==> config.mk <==
export PLATFORM = sky130hd
export DESIGN_NAME = rifl_axis_pkt_fifo
export DESIGN_NICKNAME = d
export VERILOG_FILES = /design/src/rtl/rifl_axis_pkt_fifo_pkg.sv /design/src/rtl/rifl_sdp_ram.sv /design/src/rtl/rifl_axis_pkt_fifo.sv
export SDC_FILE = /design/constraint.sdc
export NUM_CORES = 1
export LEC_CHECK = 0
export BUFFER_PORTS_ARGS = -buffer_cell sky130_fd_sc_hd__clkbuf_2
export CAP_MARGIN = 30
export CORE_MARGIN = 5
export CORE_UTILIZATION = 33
export DETAILED_ROUTE_END_ITERATION = 8
export PLACE_DENSITY = 0.45
export SYNTH_ARGS = -nofsm -noshare
export SYNTH_HDL_FRONTEND = slang
export SYNTH_SLANG_ARGS = --single-unit
==> constraint.sdc <==
create_clock -name clk -period 7.1 [get_ports clk]
set_input_delay 1.775 -clock clk [delete_from_list [all_inputs] [get_ports clk]]
set_output_delay 1.775 -clock clk [all_outputs]
set_load 0.03 [all_outputs]
==> src/rtl/rifl_axis_pkt_fifo_pkg.sv <==
// rifl_axis_pkt_fifo shared types.
// Write-side FSM states, entry packing, counter width.
package rifl_axis_pkt_fifo_pkg;

  typedef enum logic [1:0] {
    ACCUM = 2'd0,
    CUT   = 2'd1,
    DROP  = 2'd2
  } wr_state_e;

  localparam int DROP_CNT_W = 16;

  localparam int DW_MAX  = 512;
  localparam int KW_MAX  = DW_MAX / 8;
  localparam int ENT_MAX = DW_MAX + KW_MAX + 1;

  // Packs {last, keep, data} LSB-aligned for a data width of dw.
  function automatic logic [ENT_MAX-1:0] pack_entry(
    input int                 dw,
    input logic               last,
    input logic [KW_MAX-1:0]  keep,
    input logic [DW_MAX-1:0]  data
  );
    logic [ENT_MAX-1:0] e;
    e = '0;
    for (int i = 0; i < DW_MAX; i++)
      if (i < dw) e[i] = data[i];
    for (int i = 0; i < KW_MAX; i++)
      if (i < dw / 8) e[dw + i] = keep[i];
    e[dw + dw / 8] = last;
    return e;
  endfunction

endpackage

==> src/rtl/rifl_sdp_ram.sv <==
// rifl_sdp_ram: simple dual-port RAM.
// Registered read port doubles as the stream output register.
module rifl_sdp_ram #(
  parameter int DEPTH = 16,
  parameter int W     = 37
) (
  input  logic                     clk,
  input  logic                     rst,
  input  logic                     i_wr_en,
  input  logic [$clog2(DEPTH)-1:0] i_wr_addr,
  input  logic [W-1:0]             i_wr_data,
  input  logic                     i_rd_en,
  input  logic [$clog2(DEPTH)-1:0] i_rd_addr,
  output logic [W-1:0]             o_rd_data
);

  logic [W-1:0] r_mem [DEPTH];
  logic [W-1:0] r_rd_data;

  // Storage write port.
  always_ff @(posedge clk) begin
    if (i_wr_en) r_mem[i_wr_addr] <= i_wr_data;
  end

  // Read register: holds its value unless a new entry is loaded.
  always_ff @(posedge clk) begin
    if (rst)          r_rd_data <= '0;
    else if (i_rd_en) r_rd_data <= r_mem[i_rd_addr];
  end

  assign o_rd_data = r_rd_data;

endmodule

==> src/rtl/rifl_axis_pkt_fifo.sv <==
// rifl_axis_pkt_fifo: store-and-forward AXI4-Stream packet FIFO.
// RIFL_AXIS_PKT_FIFO_DROP_EN: drop overflowing packets instead of cut-through.
module rifl_axis_pkt_fifo
  import rifl_axis_pkt_fifo_pkg::*;
#(
  parameter int DWIDTH = 32,
  parameter int DEPTH  = 16
) (
  input  logic                     clk,
  input  logic                     rst,
  input  logic [DWIDTH-1:0]        s_axis_tdata,
  input  logic [DWIDTH/8-1:0]      s_axis_tkeep,
  input  logic                     s_axis_tlast,
  input  logic                     s_axis_tvalid,
  output logic                     s_axis_tready,
  output logic [DWIDTH-1:0]        m_axis_tdata,
  output logic [DWIDTH/8-1:0]      m_axis_tkeep,
  output logic                     m_axis_tlast,
  output logic                     m_axis_tvalid,
  input  logic                     m_axis_tready,
  output logic [$clog2(DEPTH):0]   fifo_cnt,
  output logic [DROP_CNT_W-1:0]    drop_cnt
);

  localparam int AW = $clog2(DEPTH);
  localparam int PW = AW + 1;
  localparam int KW = DWIDTH / 8;
  localparam int EW = DWIDTH + KW + 1;

  logic [PW-1:0] r_wr_ptr;
  logic [PW-1:0] r_wr_commit;
  logic [PW-1:0] r_rd_ptr;
  wr_state_e     r_state;
  logic          r_live;
  logic          r_m_valid;

  logic [PW-1:0] w_cnt;
  logic          w_full;
  logic          w_avail;
  logic          w_load;
  logic          w_wr;
  logic [EW-1:0] w_wr_data;
  logic [EW-1:0] w_rd_data;

  assign w_cnt   = r_wr_ptr - r_rd_ptr;
  assign w_full  = (w_cnt == PW'(DEPTH));
  assign w_avail = (r_rd_ptr != r_wr_commit);
  assign w_load  = w_avail & (~r_m_valid | m_axis_tready);

  assign w_wr_data = EW'(pack_entry(DWIDTH, s_axis_tlast,
                                    KW_MAX'(s_axis_tkeep),
                                    DW_MAX'(s_axis_tdata)));

`ifdef RIFL_AXIS_PKT_FIFO_DROP_EN
  logic                  w_ovf;
  logic [DROP_CNT_W-1:0] r_drop_cnt;

  assign s_axis_tready = r_live;
  assign w_wr  = s_axis_tvalid & r_live & ~w_full
               & (r_state == ACCUM);
  assign w_ovf = s_axis_tvalid & r_live & w_full
               & (r_state == ACCUM);
  assign drop_cnt = r_drop_cnt;

  // Write pointer, commit point and drop FSM.
  always_ff @(posedge clk) begin
    if (rst) begin
      r_wr_ptr    <= '0;
      r_wr_commit <= '0;
      r_state     <= ACCUM;
      r_drop_cnt  <= '0;
    end else begin
      unique case (r_state)
        ACCUM: begin
          if (w_ovf) begin
            r_wr_ptr <= r_wr_commit;
            if (r_drop_cnt != '1) r_drop_cnt <= r_drop_cnt + 1'b1;
            if (!s_axis_tlast) r_state <= DROP;
          end else if (w_wr) begin
            r_wr_ptr <= r_wr_ptr + 1'b1;
            if (s_axis_tlast) r_wr_commit <= r_wr_ptr + 1'b1;
          end
        end
        DROP: begin
          if (s_axis_tvalid & r_live & s_axis_tlast) r_state <= ACCUM;
        end
        default: r_state <= ACCUM;
      endcase
    end
  end
`else
  assign s_axis_tready = r_live & ~w_full;
  assign w_wr     = s_axis_tvalid & s_axis_tready;
  assign drop_cnt = '0;

  // Write pointer, commit point and cut-through FSM.
  always_ff @(posedge clk) begin
    if (rst) begin
      r_wr_ptr    <= '0;
      r_wr_commit <= '0;
      r_state     <= ACCUM;
    end else begin
      unique case (r_state)
        ACCUM: begin
          if (w_full && r_wr_commit == r_rd_ptr) begin
            r_state     <= CUT;
            r_wr_commit <= r_wr_ptr;
          end else if (w_wr) begin
            r_wr_ptr <= r_wr_ptr + 1'b1;
            if (s_axis_tlast) r_wr_commit <= r_wr_ptr + 1'b1;
          end
        end
        CUT: begin
          if (w_wr) begin
            r_wr_ptr    <= r_wr_ptr + 1'b1;
            r_wr_commit <= r_wr_ptr + 1'b1;
            if (s_axis_tlast) r_state <= ACCUM;
          end
        end
        default: r_state <= ACCUM;
      endcase
    end
  end
`endif

  // Write side is held off for the whole reset cycle.
  always_ff @(posedge clk) begin
    r_live <= ~rst;
  end

  // Read pointer and output valid.
  always_ff @(posedge clk) begin
    if (rst) begin
      r_rd_ptr  <= '0;
      r_m_valid <= 1'b0;
    end else begin
      if (w_load) begin
        r_rd_ptr  <= r_rd_ptr + 1'b1;
        r_m_valid <= 1'b1;
      end else if (m_axis_tready) begin
        r_m_valid <= 1'b0;
      end
    end
  end

  rifl_sdp_ram #(
    .DEPTH (DEPTH),
    .W     (EW)
  ) u_ram (
    .clk       (clk),
    .rst       (rst),
    .i_wr_en   (w_wr),
    .i_wr_addr (r_wr_ptr[AW-1:0]),
    .i_wr_data (w_wr_data),
    .i_rd_en   (w_load),
    .i_rd_addr (r_rd_ptr[AW-1:0]),
    .o_rd_data (w_rd_data)
  );

  assign m_axis_tdata  = w_rd_data[DWIDTH-1:0];
  assign m_axis_tkeep  = w_rd_data[DWIDTH +: KW];
  assign m_axis_tlast  = w_rd_data[EW-1];
  assign m_axis_tvalid = r_m_valid;
  assign fifo_cnt      = w_cnt;

endmodule
---- After elaboration in Yosys (flattened, before gate mapping) ----
Memories as Yosys holds them, arrays and structs flattened. A register that Yosys moved wholly into a read port is not among the register bits.
Index checks and enable logic that the tools add are counted.
operators by class
  reduce and logical (&&, ||, !) cells .... 7
  equality and inequality tests ........... 10
  muxes and demuxes ....................... 16
  bitwise logic cells ..................... 7
  add/subtract/negate cells ............... 3
operators with widths
  operator             count
  $mux 5               6
  $pmux 5 s2           2
  $add 5x1->5 const B  2
  $mux 2               3
  $ne 2x2->1 const B   3
  $eq 5x5->1           1
  $eq 5x5->1 const B   1
  $ne 5x5->1           1
  $sub 5x5->5          1
  $mux 1               4
  $pmux 2 s2           1
  $reduce_and 4->1     1
  $reduce_bool 2->1    2
  $and 1x1->1          3
  $ne 3x2->1 const B   1
  $ne 3x3->1 const B   1
  $not 1->1            3
  $reduce_and 3->1     1
  $eq 2x1->1 const B   1
  $logic_not 2->1      1
  $ne 2x1->1 const B   1
  $reduce_and 2->1     1
  $logic_and 1x1->1    1
  $or 1x1->1           1
word-level totals
  logic and storage cells ................. 50
  bits in writable memories ............... 592
  input port bits ......................... 41
  register bits after elaboration ......... 19
  memories ................................ 1
memories
  name         depth  width  rd ports  clocked after memory_dff  wr ports  RTL line            text
  u_ram.r_mem  16     37     1         1                         1         rifl_sdp_ram.sv:17  logic [W-1:0] r_mem [DEPTH];

---- Longest topological paths before layout ----
Gate-level depths: netlist of the first run.
  depth after elaboration ................. 8
  depth in mapped cells ................... 13

---- By module ----
Synthesis of the first run repeated with hierarchy kept, for this count alone.
second synthesis, totals
  cells, all modules ...................... 1546
  area total of the unflattened synthesis .. 25175.4 µm²
by module, submodules not included
  module              area each (µm²)  times used  sequential area each (µm²)  cells each
  rifl_sdp_ram        23970.5          1           18517.8                     1400
  rifl_axis_pkt_fifo  1204.9           1           360.3                       146

---- Worst setup path before layout of the first run ----
No wires, ideal clock.
  path type ............................... reg-to-reg
  start point ............................. register r_rd_ptr[3]
  end point ............................... memory u_ram.r_mem[3][0], enable pin
  arrival time ............................ 6.221 ns
  buffers on the path ..................... 3
  cell stages (with the launch flop) ...... 11
  setup time .............................. 0.524 ns
  slack ................................... 0.356 ns
  cells stage by stage .................... dfxtp_1 inv_1 buf_2 buf_1 ha_1 nor2_1 a21oi_1 xnor2_1 a311o_1 buf_1 nor4_1
between the ends
  longest elaborated chain between the ends .. 7
ends and longest elaborated chain
  item                          RTL line                   text
  from (decl)                   rifl_axis_pkt_fifo.sv:32   logic [PW-1:0] r_rd_ptr;
  from (signal assigned)        rifl_axis_pkt_fifo.sv:138  r_rd_ptr <= r_rd_ptr + 1'b1;
  $sub 5x5->5                   rifl_axis_pkt_fifo.sv:45   assign w_cnt = r_wr_ptr - r_rd_ptr;
  net fifo_cnt[4]               rifl_axis_pkt_fifo.sv:21   output logic [$clog2(DEPTH):0] fifo_cnt,
  $eq 5x5->1                    rifl_axis_pkt_fifo.sv:46   assign w_full = (w_cnt == PW'(DEPTH));
  $not 1->1                     rifl_axis_pkt_fifo.sv:92   assign s_axis_tready = r_live & ~w_full;
  $and 1x1->1                   rifl_axis_pkt_fifo.sv:92
  $and 1x1->1                   rifl_axis_pkt_fifo.sv:93   assign w_wr = s_axis_tvalid & s_axis_tready;
  $mux 1                        rifl_sdp_ram.sv:22         if (i_wr_en) r_mem[i_wr_addr] <= i_wr_data;
  $mux 1 (not written as such)  rifl_sdp_ram.sv:22
  to (decl)                     rifl_sdp_ram.sv:17
The timed path passes the listed nets, and every way through them passes these cells.

---- Final worst setup path of the first run ----
  start point ............................. register r_rd_ptr[2]
  end point ............................... output s_axis_tready
between the ends
  longest elaborated chain between the ends .. 4
ends and longest elaborated chain
  item         RTL line                  text
  $sub 5x5->5  rifl_axis_pkt_fifo.sv:45
  $eq 5x5->1   rifl_axis_pkt_fifo.sv:46
  $not 1->1    rifl_axis_pkt_fifo.sv:92
  $and 1x1->1  rifl_axis_pkt_fifo.sv:92
  to (decl)    rifl_axis_pkt_fifo.sv:15  output logic s_axis_tready,
Every way passes these cells.

==> run_results.csv, run 1 <==
group,metric,value,unit
outcome,status,"finished clean",
worst_hold_path,hp-class,"reg2reg",
sta,finalClockSkew,0.02312,ns
sta,maxClockFrequency,0.2123,GHz
power,p_switching,0.002820,W
critical_path,slowest_delay,0.64,ns
critical_path,cp.required,5.33,ns
sta,finalCriticalPeriod,4.710,ns
global_route,first_global_vias,12070,
flow_run,max_cap_viol_count,0,
global_route,antenna_found_initial,2,
yosys,postSynth.topFlopCell,"edfxtp_1",
place,place_hpwl,32680,microns
cts,clock_path_buffers,3,
place,gp_congestion,0.7235,
power,seqPwrFrac,43.9,%
critical_path,rr_startpoint,"r_rd_ptr[2]",
yosys,synthCells,1152,
sta,slew_viol_final,0,
global_route,grt_remaining_overflow,0,
global_route,pin_count_of_the_biggest_net_entering_global_routing,56,
routing,detailedRoute.firstIterationViolations,748,
critical_path,endpoint_kind_of_the_worst_setup_timing_path,"output port",
power,p_leak,9.040,nW
sta,final_hold_violation_count,0,
global_route,global_route_wire_length_before_repair,85630,microns
floorplan,floorplan.io_pins,101,
routing,vias,11480,
yosys,yosys.area.top_type,"edfxtp_1",
yosys,synth-seq-area-share,76.45,%
power,internal_power,0.007335,W
worst_hold_path,hold_path_origin,"u_ram.o_rd_data[11]",
cts,clkSinkCount,647,
yosys,synth_area_per_cell,21.44,sq um
power,ir_worst_vdd,0.3260,mV
routing,routed_wirelength,57960,microns
yosys,synthDistinctLibCells,36,
final_layout,post_route_cells_drive_above_1_share,31.21,%
cts,clock-root-buffer,"clkbuf_16",
critical_path,worst_ep_arrival_time,2.94,ns
yosys,postSynthRegisterBits,647,
final_layout,final-instance-count-excl-fill,2306,
global_route,globalRouteTotalUtil,14.38,%
floorplan,floorplan.initialDensity,33.23,%
routing,drt_via_density,4.978,
yosys,synth-edff-count,592,
sta,final.hold.worst_slack,0.4532,ns
cts,tritoncts,"built",
final_layout,fill_cells,6788,
critical_path,slowest_stage,"buf_4",
critical_path,worst_r2r_path_depth,10,
routing,route.detailed.wl_per_inst,25.13,microns
final_layout,fin_nets,1328,
worst_hold_path,hold_end,"u_ram.o_rd_data[11]",
critical_path,cp_cell_sequence,"buf_4 -> inv_1 -> ha_1 -> nand2b_1 -> a21oi_1 -> xnor2_1 -> a31oi_1 -> clkbuf_2",
yosys,synth.cell_area,0.02469,sq mm
sta,timing.max_slew.rel_slack,37.72,%
cts,clock_tree.htree_level_count,3,
floorplan,floorplan.die.height,283.6,microns
worst_hold_path,hold_path_depth,2,
sta,timing_worst_slew_pin_value,0.9342,ns
cts,cts-buffers-inserted,72,
place,place.port_buffers,84,
sta,setup_total_negative_slack,0,ns
critical_path,critPathLaunchType,"flip-flop",
final_layout,area_growth,16.07,%
place,place.detailed.instances,2171,
cts,cts.hold.buffers_added,0,
critical_path,worstSetupPathType,"reg2out",
yosys,yosysWarningCount,0,
power,power_frac_clock,35.8,%
routing,drtAntennaViolNets,0,
critical_path,worstReg2RegEnd,"u_ram.r_mem[1][19]",
yosys,netlist_top_cells_count,"edfxtp_1 (592), mux4_2 (185), nand2_1 (83)",
yosys,top_cells_by_area_synth,"edfxtp_1 (72%), mux4_2 (17%), dfxtp_1 (4.5%), nand2_1 (1.3%), a21oi_1 (0.85%)",
sta,setup-violations-final,0,
power,power.density_cell_area,354.3,mW/mm^2
critical_path,critPathMaxFanout,41,
floorplan,floorplan.core_area,0.07432,sq mm
floorplan,die_area,0.08040,sq mm
floorplan,die_width,283.6,microns
yosys,yosys.area.top_type_share,71.99,%
routing,remaining_drc_errors,0,
cts,cts_setup_buffers,0,
yosys,async_flop_share,0,%
sta,crit_share_post_route,66.34,%
critical_path,setup.reg_to_reg.worst_slack,2.79,ns
cts,clk-insertion-delay-late,0.60,ns
cts,total_of_cells_resized_after_clock_tree_synthesis,0,
sta,rsz0062_at_grt,"false",
routing,detailedRoute.firstPassIterationCount,5,
floorplan,num_rows,100,
power,comb_power_share,20.4,%
yosys,synthMostInstantiatedCell,"edfxtp_1",
cts,clock_pin_transition_on_the_worst_setup_and_hold_timing_paths,0.06,ns
power,switching_share,27.77,%
-- state kept, by name, indices dropped and copies added, names as in the netlist --
register	flops
r_rd_ptr	5
r_wr_commit	5
m_axis_tvalid	1
r_wr_ptr	5
r_state	1
u_ram.r_mem	592
r_live	1
u_ram.o_rd_data	37
-- power groups by stage --
stage | sequential, W | combinational, W | clock (W)
after floorplan | 0.00467 | 0.00127 | 0
after global placement | 0.00453 | 0.00213 | 0
after detailed placement | 0.00454 | 0.00213 | 0
after CTS | 0.00446 | 0.00213 | 0.00375
after global routing | 0.00448 | 0.00225 | 0.00391
final | 0.00445 | 0.00207 | 0.00363
-- cell type report --
class	count	area, sq um	area share (%)
Sequential cell	647	18890	65.89
Multi-Input combinational cell	428	5487	19.14
Clock buffer	105	2041	7.120
Tap cell	969	1212	4.230
Timing Repair Buffer	114	710.7	2.479
Clock inverter	28	269.0	0.9385
Inverter	14	53.80	0.1877
Antenna cell	1	2.502	0.008731
-- worst max-delay path, delay by kind of cell (launching register included) --
kind | cells | cell delay (ns)
buffers and inverters | 3 | 1.02
adders and majority gates | 1 | 0.37
xor gates and xnor gates | 1 | 0.33
DFF | 1 | 0.31
AOI/OAI and AO/OA | 2 | 0.22
and+or+nand+nor | 1 | 0.09
-- per-layer routing --
metal | part of all wire, % | global-route usage (%) | up-vias
met2 | 47 | 22.30 | 247
met1 | 48 | 21.12 | 6214
li1 | - | - | 4944
met5 | 0.019 | 0 | -
met3 | 4.1 | 2.562 | 72
met4 | 1.7 | 3.849 | 2
-- metrics by stage --
step	total power (W)	area (sq um)	util, %	worst slack (ns)
6_report	0.01015	28660	38.57	2.390
5_1_grt	0.01065	28660	38.56	2.122
4_1_cts	0.01035	28630	38.53	2.322
3_5_place_dp	0.006671	26320	35.42	2.764
3_3_place_gp	0.006662	26260	35.33	2.775
2_1_floorplan	0.005945	24750	-	0.3556
-- cells in the final DEF (no fill, tap or decap), types with 10 or more instances in the layout --
cell / Yosys / routed
edfxtp_1: 592 / 592
mux4_2: 185 / 185
clkbuf_2: 0 / 83
nand2_1: 83 / 82
clkbuf_16: 0 / 76
dfxtp_1: 55 / 52
a21oi_1: 42 / 42
clkbuf_1: 32 / 26
buf_4: 16 / 26
nor2_1: 22 / 21
conb_1: 1 / 16
inv_1: 14 / 13
clkinv_1: 0 / 12
xnor2_1: 11 / 11
and2_2: 0 / 11
nand3_1: 10 / 10
-- logic make-up after synthesis --
| kind of cell | synth area share, % |
|---|---|
| fa+ha+maj | 0.5371 |
| mux | 16.95 |
| xor+xnor | 0.5675 |
| buf+inv | 1.703 |
| simple gates | 2.610 |
| other cells | 0.01519 |
| flops | 76.45 |
| compound gates | 1.165 |
-- how the worst max path moves through the flow --
stage             startpoint            endpoint  slack [ns]  cells after the start
6_report         r_rd_ptr[2]       s_axis_tready        2.39                      8
5_1_grt          r_rd_ptr[2]       s_axis_tready        2.12                      8
4_1_cts          r_rd_ptr[2]       s_axis_tready        2.32                      8
3_5_place_dp     r_rd_ptr[2]  u_ram.r_mem[0][30]        2.76                     10
3_3_place_gp   s_axis_tvalid  u_ram.r_mem[0][30]        2.77                      6
2_1_floorplan    r_rd_ptr[3]   u_ram.r_mem[3][0]        0.36                     10
No activity file was read; power rests on OpenSTA's default activity.
==> run 2: changes to the inputs <==
--- a/config.mk
+++ b/config.mk
@@ -10,7 +10,7 @@
 export CORE_MARGIN = 5
 export CORE_UTILIZATION = 33
 export DETAILED_ROUTE_END_ITERATION = 8
-export PLACE_DENSITY = 0.45
+export PLACE_DENSITY = 0.47
 export SYNTH_ARGS = -nofsm -noshare
 export SYNTH_HDL_FRONTEND = slang
 export SYNTH_SLANG_ARGS = --single-unit
==> constraint.sdc (replaced) <==
create_clock -name clk -period 3.8 [get_ports clk]
set_input_delay 0.95 -clock clk [delete_from_list [all_inputs] [get_ports clk]]
set_output_delay 0.95 -clock clk [all_outputs]
set_load 0.03 [all_outputs]
==> run_results.csv, run 2 (synthesis gave the netlist of run 1 again) <==
group,metric,value,unit
power,ir_worst_vdd,0.3954,mV
worst_hold_path,hold_path_origin,"u_ram.o_rd_data[15]",
sta,crit_share_post_route,95.52,%
final_layout,regMostFlops,"u_ram.r_mem",
critical_path,slowest_delay,0.43,ns
critical_path,setup.reg_to_reg.worst_slack,0.55,ns
cts,cts.hold.buffers_added,0,
routing,detailedRoute.firstPassIterationCount,5,
cts,clk-insertion-delay-late,0.60,ns
power,p_leak,9.260,nW
sta,setup-violations-final,0,
routing,routed_wirelength,60660,microns
critical_path,worst_ep_arrival_time,2.68,ns
sta,maxClockFrequency,0.2755,GHz
floorplan,floorplan.core_area,0.07432,sq mm
power,power.density_cell_area,661.0,mW/mm^2
global_route,grt_remaining_overflow,0,
routing,drt_via_density,4.950,
final_layout,seq_area,0.01889,sq mm
cts,clock-root-buffer,"clkbuf_16",
critical_path,worstSetupPathType,"reg2out",
sta,timing.max_slew.rel_slack,31.16,%
cts,cts-buffers-inserted,72,
cts,clock_path_buffers,3,
routing,route.detailed.wl_per_inst,26.11,microns
floorplan,die_area,0.08040,sq mm
place,gp_congestion,0.7250,
sta,final_hold_violation_count,0,
cts,tritoncts,"built",
final_layout,area_growth,18.40,%
critical_path,cp_cell_sequence,"inv_2 -> ha_1 -> fa_2 -> nand2b_4 -> a21oi_4 -> xnor2_4 -> a31oi_2 -> clkbuf_2",
critical_path,critPathMaxFanout,5,
sta,slew_viol_final,0,
final_layout,most_common_cell_after_layout_fill_and_taps_aside,"edfxtp_1",
critical_path,rr_startpoint,"r_wr_ptr[0]",
sta,setup_total_negative_slack,0,ns
routing,detailedRoute.firstIterationViolations,832,
sta,finalClockSkew,0.02402,ns
final_layout,area_taken_by_multi_input_logic_gates,0.005578,sq mm
global_route,antenna_found_initial,1,
final_layout,fin_nets,1349,
place,place_hpwl,34420,microns
floorplan,die_width,283.6,microns
global_route,globalRouteTotalUtil,14.89,%
final_layout,post_route_cells_drive_above_1_share,33.53,%
final_layout,final_cell_mix,"edfxtp_1 (592), mux4_2 (185), clkbuf_2 (83)",
cts,clkSinkCount,647,
global_route,first_global_vias,12140,
critical_path,endpoint_kind_of_the_worst_setup_timing_path,"output port",
sta,rsz0062_at_grt,"false",
worst_hold_path,hold_end,"u_ram.o_rd_data[15]",
critical_path,worst_r2r_path_depth,10,
routing,remaining_drc_errors,0,
outcome,status,"finished clean",
floorplan,num_rows,100,
routing,drtAntennaViolNets,0,
critical_path,critPathLaunchType,"flip-flop",
worst_hold_path,hold_path_depth,2,
sta,timing_worst_slew_pin_value,1.033,ns
routing,vias,11500,
floorplan,floorplan.die.height,283.6,microns
worst_hold_path,hp-class,"reg2reg",
critical_path,cp.required,2.85,ns
critical_path,worstReg2RegEnd,"u_ram.r_mem[1][0]",
place,place.port_buffers,84,
floorplan,floorplan.initialDensity,33.23,%
cts,clock_pin_transition_on_the_worst_setup_and_hold_timing_paths,0.06,ns
sta,final.hold.worst_slack,0.4525,ns
final_layout,antenna_cells_inserted,0,
global_route,pin_count_of_the_biggest_net_entering_global_routing,111,
flow_run,max_cap_viol_count,0,
cts,clock_tree.htree_level_count,3,
final_layout,fill_cells,6653,
floorplan,floorplan.io_pins,101,
sta,finalCriticalPeriod,3.630,ns
final_layout,largest_reg_flops,592,
global_route,global_route_wire_length_before_repair,87600,microns
critical_path,slowest_stage,"fa_2",
-- run 2: cell types whose count changed in the layout (fill, tap and decap cells not counted), sizes merged --
cell | before | now
clkinvlp | 0 | 1
clkinv | 23 | 18
diode | 1 | 0
buf | 31 | 52
clkbuf | 188 | 189
-- run 2: how the worst max path moves through the flow --
stage / from / endpoint / slack (ns) / cells after the start
global route: r_wr_ptr[0] / s_axis_tready / 0.04 / 8
detailed placement: r_wr_ptr[0] / u_ram.r_mem[7][11] / 0.54 / 10
global placement: r_wr_ptr[0] / u_ram.r_mem[7][13] / 0.58 / 10
finish: r_wr_ptr[0] / s_axis_tready / 0.17 / 8
floorplan: r_rd_ptr[1] / u_ram.r_mem[3][0] / 0.02 / 11
CTS: r_wr_ptr[0] / s_axis_tready / 0.06 / 8
-- run 2: layout make-up --
class,count,share of cell area (%)
multi-input cells,428,19.08
clock buffers,106,7.194
well taps,969,4.147
inverters,14,0.1840
flip-flops and latches,647,64.60
clock inverters,24,0.9115
repair buffers,135,3.886
-- run 2: where the power goes --
part	total, W	leakage (nW)	internal [W]	switching [W]
Combinational	0.00416	2.32	0.00166	0.00251
Sequential	0.00823	5.78	0.00807	0.000156
Clock	0.00693	1.15	0.00418	0.00275
-- run 2: stage by stage --
step / std cells / area [sq um] / utilization (%) / worst slack (ns) / power [W]
2_1_floorplan: 1167 / 24870 / - / 0.02364 / 0.01117
3_3_place_gp: 2192 / 26830 / 36.10 / 0.5829 / 0.01269
3_5_place_dp: 2192 / 26830 / 36.10 / 0.5443 / 0.01266
4_1_cts: 2322 / 29200 / 39.29 / 0.05524 / 0.01965
5_1_grt: 2323 / 29240 / 39.34 / 0.03985 / 0.02019
6_report: 2323 / 29240 / 39.34 / 0.1702 / 0.01933
-- run 2: per-layer routing --
layer | part of all wire [%] | vias to the layer above | wire, microns | GRT usage [%]
met2 | 49 | 254 | 29650 | 24.26
met1 | 45 | 6178 | 27350 | 20.81
met3 | 4.5 | 71 | 2710 | 3.012
met4 | 1.6 | 2 | 947 | 3.529
met5 | 0.018 | - | 11 | 0
li1 | - | 4993 | - | -
-- run 2: critical path, delay by kind of cell (launching register included) --
kind	cells	cell delay, ns
fa+ha+maj	2	0.67
compound gates	2	0.43
flops	1	0.37
buf+inv	2	0.34
simple gates	1	0.17
xor+xnor	1	0.12
-- run 2: timing repair --
action | CTS | global route
hold endpoints to repair | 0 | 0
setup endpoints to repair | 0 | 1
gates resized for setup | 0 | 2
setup buffers | 0 | 0
==> run 3: changes to the inputs <==
--- a/config.mk
+++ b/config.mk
@@ -10,6 +10,7 @@
 export CORE_MARGIN = 5
 export CORE_UTILIZATION = 33
 export DETAILED_ROUTE_END_ITERATION = 8
+export MAX_ROUTING_LAYER = met4
 export PLACE_DENSITY = 0.47
 export SYNTH_ARGS = -nofsm -noshare
 export SYNTH_HDL_FRONTEND = slang
==> run_results.csv, run 3 (synthesis gave the netlist of run 1 again) <==
group,metric,value,unit
floorplan,die_area,0.08040,sq mm
final_layout,final_cell_mix,"edfxtp_1 (592), mux4_2 (185), clkbuf_2 (83)",
floorplan,die_width,283.6,microns
final_layout,most_common_cell_after_layout_fill_and_taps_aside,"edfxtp_1",
global_route,first_global_vias,12150,
cts,clock_tree.htree_level_count,3,
critical_path,worstReg2RegEnd,"u_ram.r_mem[1][0]",
final_layout,fin_nets,1349,
critical_path,timing.critical_path.buf_inv,2,
power,ir_worst_vdd,0.3948,mV
routing,vias,11590,
place,place.detailed.instances,2192,
critical_path,endpoint_kind_of_the_worst_setup_timing_path,"output port",
sta,fin_ws,0.1790,ns
sta,final_hold_violation_count,0,
sta,crit_share_post_route,95.29,%
global_route,pin_count_of_the_biggest_net_entering_global_routing,111,
flow_run,max_cap_viol_count,0,
outcome,status,"finished clean",
worst_hold_path,hold_end,"u_ram.o_rd_data[15]",
critical_path,cp_cell_sequence,"inv_2 -> ha_1 -> fa_2 -> nand2b_4 -> a21oi_4 -> xnor2_4 -> a31oi_2 -> clkbuf_2",
sta,finalCriticalPeriod,3.621,ns
global_route,grt_remaining_overflow,0,
critical_path,timing.critical_path.depth,8,
place,place.port_buffers,84,
final_layout,fill_cells,6655,
final_layout,area_growth,18.41,%
floorplan,floorplan.io_pins,101,
critical_path,slowest_stage,"fa_2",
floorplan,floorplan.initialDensity,33.23,%
final_layout,largest_reg_flops,592,
final_layout,stdcell_area,0.02924,sq mm
sta,maxClockFrequency,0.2762,GHz
critical_path,worstSetupPathType,"reg2out",
sta,final.hold.worst_slack,0.4521,ns
sta,timing.max_slew.rel_slack,35.08,%
cts,clk-insertion-delay-late,0.60,ns
cts,tritoncts,"built",
cts,cts-buffers-inserted,72,
floorplan,num_rows,100,
routing,remaining_drc_errors,0,
place,place_hpwl,34420,microns
critical_path,slowest_delay,0.42,ns
cts,clock-root-buffer,"clkbuf_16",
place,gp_congestion,0.7346,
place,placement.cell_area,0.02683,sq mm
routing,route.detailed.wl_per_inst,26.10,microns
sta,slew_viol_final,0,
critical_path,worst_ep_arrival_time,2.67,ns
critical_path,critPathMaxFanout,5,
final_layout,final-instance-count-excl-fill,2324,
global_route,antenna_found_initial,1,
power,p_leak,9.260,nW
place,setup_slack_after_placement,0.5443,ns
final_layout,area_taken_by_multi_input_logic_gates,0.005578,sq mm
cts,clock_pin_transition_on_the_worst_setup_and_hold_timing_paths,0.06,ns
worst_hold_path,hp-class,"reg2reg",
global_route,global_route_wire_length_before_repair,87630,microns
cts,clkSinkCount,647,
sta,timing_worst_slew_pin_value,0.9738,ns
cts,cts.hold.buffers_added,0,
critical_path,timing.critical_path.max_delay_family,"adder cells",
sta,setup_total_negative_slack,0,ns
global_route,globalRouteTotalUtil,15.35,%
routing,drt_via_density,4.989,
sta,finalClockSkew,0.02287,ns
sta,rsz0062_at_grt,"false",
power,power.density_cell_area,660.7,mW/mm^2
critical_path,cp.required,2.85,ns
critical_path,rr_startpoint,"r_wr_ptr[0]",
critical_path,setup.reg_to_reg.worst_slack,0.54,ns
sta,setup-violations-final,0,
routing,drtAntennaViolNets,0,
final_layout,regMostFlops,"u_ram.r_mem",
routing,routed_wirelength,60660,microns
worst_hold_path,hold_path_origin,"u_ram.o_rd_data[15]",
worst_hold_path,hold_path_depth,2,
final_layout,seq_area,0.01889,sq mm
floorplan,floorplan.die.height,283.6,microns
final_layout,post_route_cells_drive_above_1_share,33.53,%
routing,detailedRoute.firstIterationViolations,845,
cts,clock_path_buffers,3,
critical_path,worst_r2r_path_depth,10,
routing,detailedRoute.firstPassIterationCount,4,
floorplan,floorplan.core_area,0.07432,sq mm
critical_path,critPathLaunchType,"flip-flop",
run 3: worst max-delay path by stage:
stage                start                  to  slack, ns
2_1_floorplan  r_rd_ptr[1]   u_ram.r_mem[3][0]       0.02
3_3_place_gp   r_wr_ptr[0]  u_ram.r_mem[7][13]       0.58
3_5_place_dp   r_wr_ptr[0]  u_ram.r_mem[7][11]       0.54
4_1_cts        r_wr_ptr[0]       s_axis_tready       0.06
5_1_grt        r_wr_ptr[0]       s_axis_tready       0.04
6_report       r_wr_ptr[0]       s_axis_tready       0.18
run 3: worst min-delay path, delay by kind of cell (launching register included):
| kind | cells | cell delay, ns |
|---|---|---|
| AOI/OAI and AO/OA | 1 | 0.05 |
| DFF | 1 | 0.31 |
| and+or+nand+nor | 1 | 0.05 |
run 3: layout make-up:
type | count | share of cell area (%)
multi-input cells | 428 | 19.08
diodes | 1 | 0.008558
repair buffers | 135 | 3.885
flip-flops and latches | 647 | 64.60
inverters | 14 | 0.1840
clock inverters | 24 | 0.9114
clock buffers | 106 | 7.193
well taps | 969 | 4.146
run 3: through the flow:
step | power [W] | util (%)
floorplan | 0.01117 | -
global placement | 0.01269 | 36.10
detailed placement | 0.01266 | 36.10
CTS | 0.01965 | 39.29
global route | 0.02019 | 39.34
finish | 0.01932 | 39.34
run 3: repair_timing:
item,4_1_cts,5_1_grt
endpoints found under the setup margin,0,1
resized for setup,0,2
setup buffers,0,0
run 3: report_power, final:
part,internal [W],switching [W],total [W],leakage (nW)
Clock,0.00418,0.00275,0.00693,1.15
Combinational,0.00166,0.00250,0.00416,2.32
Sequential,0.00807,0.000156,0.00823,5.78
run 3: layer usage:
metal | part of all wire (%) | up-vias | global-route usage [%]
met5 | 0 | - | -
met4 | 1.6 | 0 | 3.529
met3 | 4.8 | 78 | 2.940
met2 | 49 | 298 | 24.29
met1 | 45 | 6222 | 20.84
li1 | - | 4996 | -
